File: config.mk
export PLATFORM = sky130hd
export DESIGN_NAME = alu_issue_ctrl
export DESIGN_NICKNAME = d
export VERILOG_FILES = /design/src/rtl/alu_issue_ctrl.sv
export SDC_FILE = /design/constraint.sdc
export NUM_CORES = 1
export LEC_CHECK = 0
export ABC_AREA = 1
export BUFFER_PORTS_ARGS = -buffer_cell sky130_fd_sc_hd__buf_4
export CAP_MARGIN = 40
export CORE_MARGIN = 3
export CORE_UTILIZATION = 57
export DETAILED_ROUTE_END_ITERATION = 6
export GPL_ROUTABILITY_DRIVEN = 1
export PLACE_DENSITY = 0.9
export SLEW_MARGIN = 10
export SYNTH_ARGS = -nofsm -noshare
export SYNTH_HDL_FRONTEND = slang
export SYNTH_SLANG_ARGS = --single-unit
File: constraint.sdc
create_clock -name clk -period 2.15 [get_ports clk]
set_input_delay 0.43 -clock clk [delete_from_list [all_inputs] [get_ports clk]]
set_output_delay 0.43 -clock clk [all_outputs]
set_load 0.05 [all_outputs]
File: src/rtl/alu_issue_ctrl.sv
// Serialized issue controller for an external 4-bit ALU: accepts one instruction,
// drives registered ALU operands for one EXEC cycle, then writes the result back.
module alu_issue_ctrl #(
  parameter bit LDI_SETS_ZERO = 1'b1
) (
  input  logic        clk,
  input  logic        rst_n,
  input  logic        in_valid,
  output logic        in_ready,
  input  logic [11:0] in_instr,
  output logic [3:0]  alu_a,
  output logic [3:0]  alu_b,
  output logic [2:0]  alu_op,
  input  logic [3:0]  alu_result,
  input  logic        alu_zero,
  output logic        wb_valid,
  output logic [1:0]  wb_rd,
  output logic [3:0]  wb_data,
  output logic        zero_flag,
  output logic        halted,
  input  logic [1:0]  dbg_addr,
  output logic [3:0]  dbg_data
);

  // Handshake: an instruction transfers on a rising edge where in_valid and
  // in_ready are both 1; in_ready depends only on state, never on in_valid.

  typedef enum logic [1:0] {
    IDLE = 2'd0,
    EXEC = 2'd1,
    HALT = 2'd2
  } state_t;

  localparam logic [2:0] OP_LDI  = 3'b101;
  localparam logic [2:0] OP_NOP  = 3'b110;
  localparam logic [2:0] OP_HALT = 3'b111;

  state_t      state;
  state_t      state_next;
  logic [3:0]  regs [4];
  logic [2:0]  op_q;
  logic [1:0]  rd_q;
  logic        accept;
  logic [2:0]  in_op;
  logic [1:0]  in_rd;
  logic [1:0]  in_rs1;
  logic [1:0]  in_rs2;
  logic [3:0]  in_imm;
  logic        exec_writes;
  logic        exec_sets_zero;

  assign in_op  = in_instr[11:9];
  assign in_rd  = in_instr[8:7];
  assign in_rs1 = in_instr[6:5];
  assign in_rs2 = in_instr[4:3];
  assign in_imm = in_instr[3:0];

  assign accept = in_valid && in_ready;

  // Every op except NOP (and HALT, which never reaches EXEC) writes back.
  assign exec_writes    = (op_q <= OP_LDI);
  assign exec_sets_zero = (op_q < OP_LDI) || ((op_q == OP_LDI) && LDI_SETS_ZERO);

  always_ff @(posedge clk or negedge rst_n) begin
    if (!rst_n) begin
      state <= IDLE;
    end else begin
      state <= state_next;
    end
  end

  always_comb begin
    state_next = state;
    case (state)
      IDLE: begin
        if (accept) begin
          state_next = (in_op == OP_HALT) ? HALT : EXEC;
        end
      end
      EXEC:    state_next = IDLE;
      HALT:    state_next = HALT;
      default: state_next = IDLE;
    endcase
  end

  always_comb begin
    in_ready = (state == IDLE);
    halted   = (state == HALT);
  end

  // Operand capture on the accepting edge; register values are those current
  // at that edge, so rd==rs1/rs2 needs no forwarding.
  always_ff @(posedge clk or negedge rst_n) begin
    if (!rst_n) begin
      alu_a  <= 4'd0;
      alu_b  <= 4'd0;
      alu_op <= 3'b000;
      op_q   <= 3'b000;
      rd_q   <= 2'd0;
    end else if (accept && (in_op != OP_HALT)) begin
      op_q <= in_op;
      rd_q <= in_rd;
      if (in_op == OP_LDI) begin
        alu_a  <= in_imm;
        alu_b  <= 4'd0;
        alu_op <= 3'b001;
      end else if (in_op == OP_NOP) begin
        alu_a  <= 4'd0;
        alu_b  <= 4'd0;
        alu_op <= 3'b000;
      end else begin
        alu_a  <= regs[in_rs1];
        alu_b  <= regs[in_rs2];
        alu_op <= in_op;
      end
    end
  end

  always_ff @(posedge clk or negedge rst_n) begin
    if (!rst_n) begin
      for (int i = 0; i < 4; i++) begin
        regs[i] <= 4'd0;
      end
      wb_valid  <= 1'b0;
      wb_rd     <= 2'd0;
      wb_data   <= 4'd0;
      zero_flag <= 1'b0;
    end else if ((state == EXEC) && exec_writes) begin
      regs[rd_q] <= alu_result;
      wb_valid   <= 1'b1;
      wb_rd      <= rd_q;
      wb_data    <= alu_result;
      if (exec_sets_zero) begin
        zero_flag <= alu_zero;
      end
    end else begin
      wb_valid <= 1'b0;
    end
  end

  assign dbg_data = regs[dbg_addr];

endmodule

==> impl_metrics.ini <==
[timing]
min_period_over_period_pct = 84.4
fmax_mhz = 551
tightest_slew_ns = 0.532
period_needed_ns = 1.81
fin_tns_setup_ns = 0
hold_violations = 0
rsz0062_at_grt = no
setup_viol = 0
slew_violations = 0
relSlewSlack_pct = 64.3
clock_skew_ns = 0.00871

[die]
die_w_um = 65.4
io-pin-count = 47
fp.dieH_um = 65.4
core_area_um2 = 3200
placementRows = 20
die-area_um2 = 4280
initial_utilization_pct = 62.9

[power_and_ir_drop]
finalPower_mw = 3.16
clockPowerShare_pct = 11.3
swShare_pct = 48.1
p_seq_share_pct = 40.8
p_switching_mw = 1.52
p_leak_nw = 1.28
p_int_mw = 1.64
power_density_nw_per_um2 = 1300
combinationalPowerShare_pct = 47.9
peakVddDrop_v = 0.000757

[cts]
clk_latency_ns = 0.34
clockRootBuffer = clkbuf_4
htree_levels = 2
ctsHoldBuffers = 0
clk_pin_slew_ns = 0.11
cts_resized = 0
clock_sinks = 41
cts_buffer_depth = 2
postCtsSetupRepairBufs = 0
cts_buffers = 5
tritoncts = done

[critical_path]
crit_path_end_kind = output port
cp_max_fo = 3
path_class = reg -> out
setup.worst_path.start_class = register
worstReg2RegEnd = regs[0]
critPathLaunch = regs[10]
required_ns = 1.72
cp.arrival_ns = 1.38
r2r_slack_ns = 0.57
r2r_cells = 4
r2r_start = state[1]
critPathCapture = dbg_data[2]

[logic_synthesis]
synthFlopType = dfrtp_1
yosysTopAreaCellShare_pct = 51.0
synth_warnings = 0
syn_area_per_cell_um2 = 7.63
synth.area.top_cells = dfrtp_1, nand2_1, o21ai_0
syn-num-nets = 286
synth_edf_count = 0
synthArstFlopShare_pct = 100
syn_area_um2 = 2010
synthCells = 264
ys_seq_area_share_pct = 51.0
netlist_top_cells_count = nand2_1, dfrtp_1, inv_1
yosysTopAreaCell = dfrtp_1
ys_seq_elements = 41
yosysUniqueCellTypes = 19
yosysMostFrequentCell = nand2_1

[cells_and_area]
syn_to_final_growth_pct = 21.3
fin_nets = 334
n_fill_cell = 251
drive_above_1_share_pct = 21.1
antennaDiodeCount = 0

[detailed_routing]
ant_nets = 0
vias_per_cell = 5.35
drt-total-wl_um = 4790
dr.pass1.iters = 4
wl_per_cell_um = 13.4
dr_total_vias = 1909
drc = 0
drt_iter0_drc = 151

[placed_design]
io_buffers = 46
dp_hpwl_um = 3580
gp_congestion = 0.876

[global_routing]
grt_pass1_vias = 1813
grt_max_degree = 42
grt_pass1_wl_um = 7920
grt-ovfl-total = 0
track_usage_pct = 24.5
antenna_found_initial = 0

[flow_run]
maxCapViolations = 0

[outcome]
outcome = completed

[hold_path]
min_path_type = in -> async
## stage by stage
| stage | instance area (µm²) | hold WS (ns) | instances | utilization [%] | setup WS, ns |
|---|---|---|---|---|---|
| 5_1_grt | 2440 | 0.0553 | 357 | 76.2 | 0.221 |
| 3_3_place_gp | 2390 | 0.428 | 349 | 74.6 | 0.462 |
| 6_report | 2440 | 0.0408 | 357 | 76.2 | 0.336 |
| 3_5_place_dp | 2390 | 0.429 | 349 | 74.6 | 0.421 |
| 4_1_cts | 2440 | 0.0477 | 357 | 76.2 | 0.335 |
| 2_1_floorplan | 2010 | 0.134 | 264 | - | 0.105 |
## worst min-delay path by stage
| stage | depth (start not counted) | to | startpoint | slack [ns] |
|---|---|---|---|---|
| global route | 1 | regs[9] | rst_n | 0.06 |
| floorplan | 0 | alu_a[0] | rst_n | 0.13 |
| global placement | 1 | alu_b[0] | rst_n | 0.43 |
| CTS | 1 | regs[6] | rst_n | 0.05 |
| detailed placement | 1 | alu_b[3] | rst_n | 0.43 |
| finish | 1 | alu_b[3] | rst_n | 0.04 |
## cell type report
type / instances / area (µm²) / area share (%)
tap: 44 / 55.1 / 2.26
timing repair buffer: 46 / 345 / 14.1
sequential: 41 / 1030 / 42.0
clock inverter: 2 / 10.0 / 0.410
inverter: 32 / 120 / 4.92
clock buffer: 6 / 41.3 / 1.69
multi-input combinational: 186 / 843 / 34.5
## power groups by stage
| stage | clock network, mW | registers [mW] | logic [mW] |
|---|---|---|---|
| 4_1_cts | 0.366 | 1.28 | 1.52 |
| 2_1_floorplan | 0 | 1.69 | 0.620 |
| 5_1_grt | 0.399 | 1.32 | 1.64 |
| 6_report | 0.356 | 1.29 | 1.52 |
| 3_3_place_gp | 0 | 1.28 | 1.47 |
| 3_5_place_dp | 0 | 1.29 | 1.51 |
## cell families after synthesis
family          synth area share [%]
compound gates                  13.4
buf+inv                         7.15
flops                           51.0
simple gates                    28.5
## state kept, by name, summed over array words and instances, names as in the netlist, 2 cells and up
name and count:
alu_b 4, wb_data 4, alu_op 3, op_q 2, alu_a 4, state 2
rd_q 2, regs 16, wb_rd 2
## critical path, cell delays in order, from the launching register on
cell and delay (ns):
dfrtp_1 0.37, inv_1 0.09, o21ai_0 0.16, a21oi_1 0.06
a21oi_1 0.15, buf_4 0.22
## cell usage in the layout, fill, tap and decap left out
cell      count
a21oi_1      19
o21ai_0      23
nor3_2        3
nand3_1      19
clkinv_2      2
nor3_1        1
buf_4        46
a211oi_1      1
clkbuf_1      1
nand2_1      95
inv_1        27
nand3_2       2
dfrtp_1      41
nor2_1       10
nor2_2        2
inv_2         5
clkbuf_4      5
o21ai_1       9
o211ai_1      1
nor3_4        1
## layer usage
layer	vias up	track usage [%]	wire length, µm
met5	-	0	0
met4	0	10.4	82
met3	10	5.64	334
met2	74	40.7	2320
met1	880	30.7	2050
li1	945	-	-
Note: power is estimated with default switching activity, not from simulation.
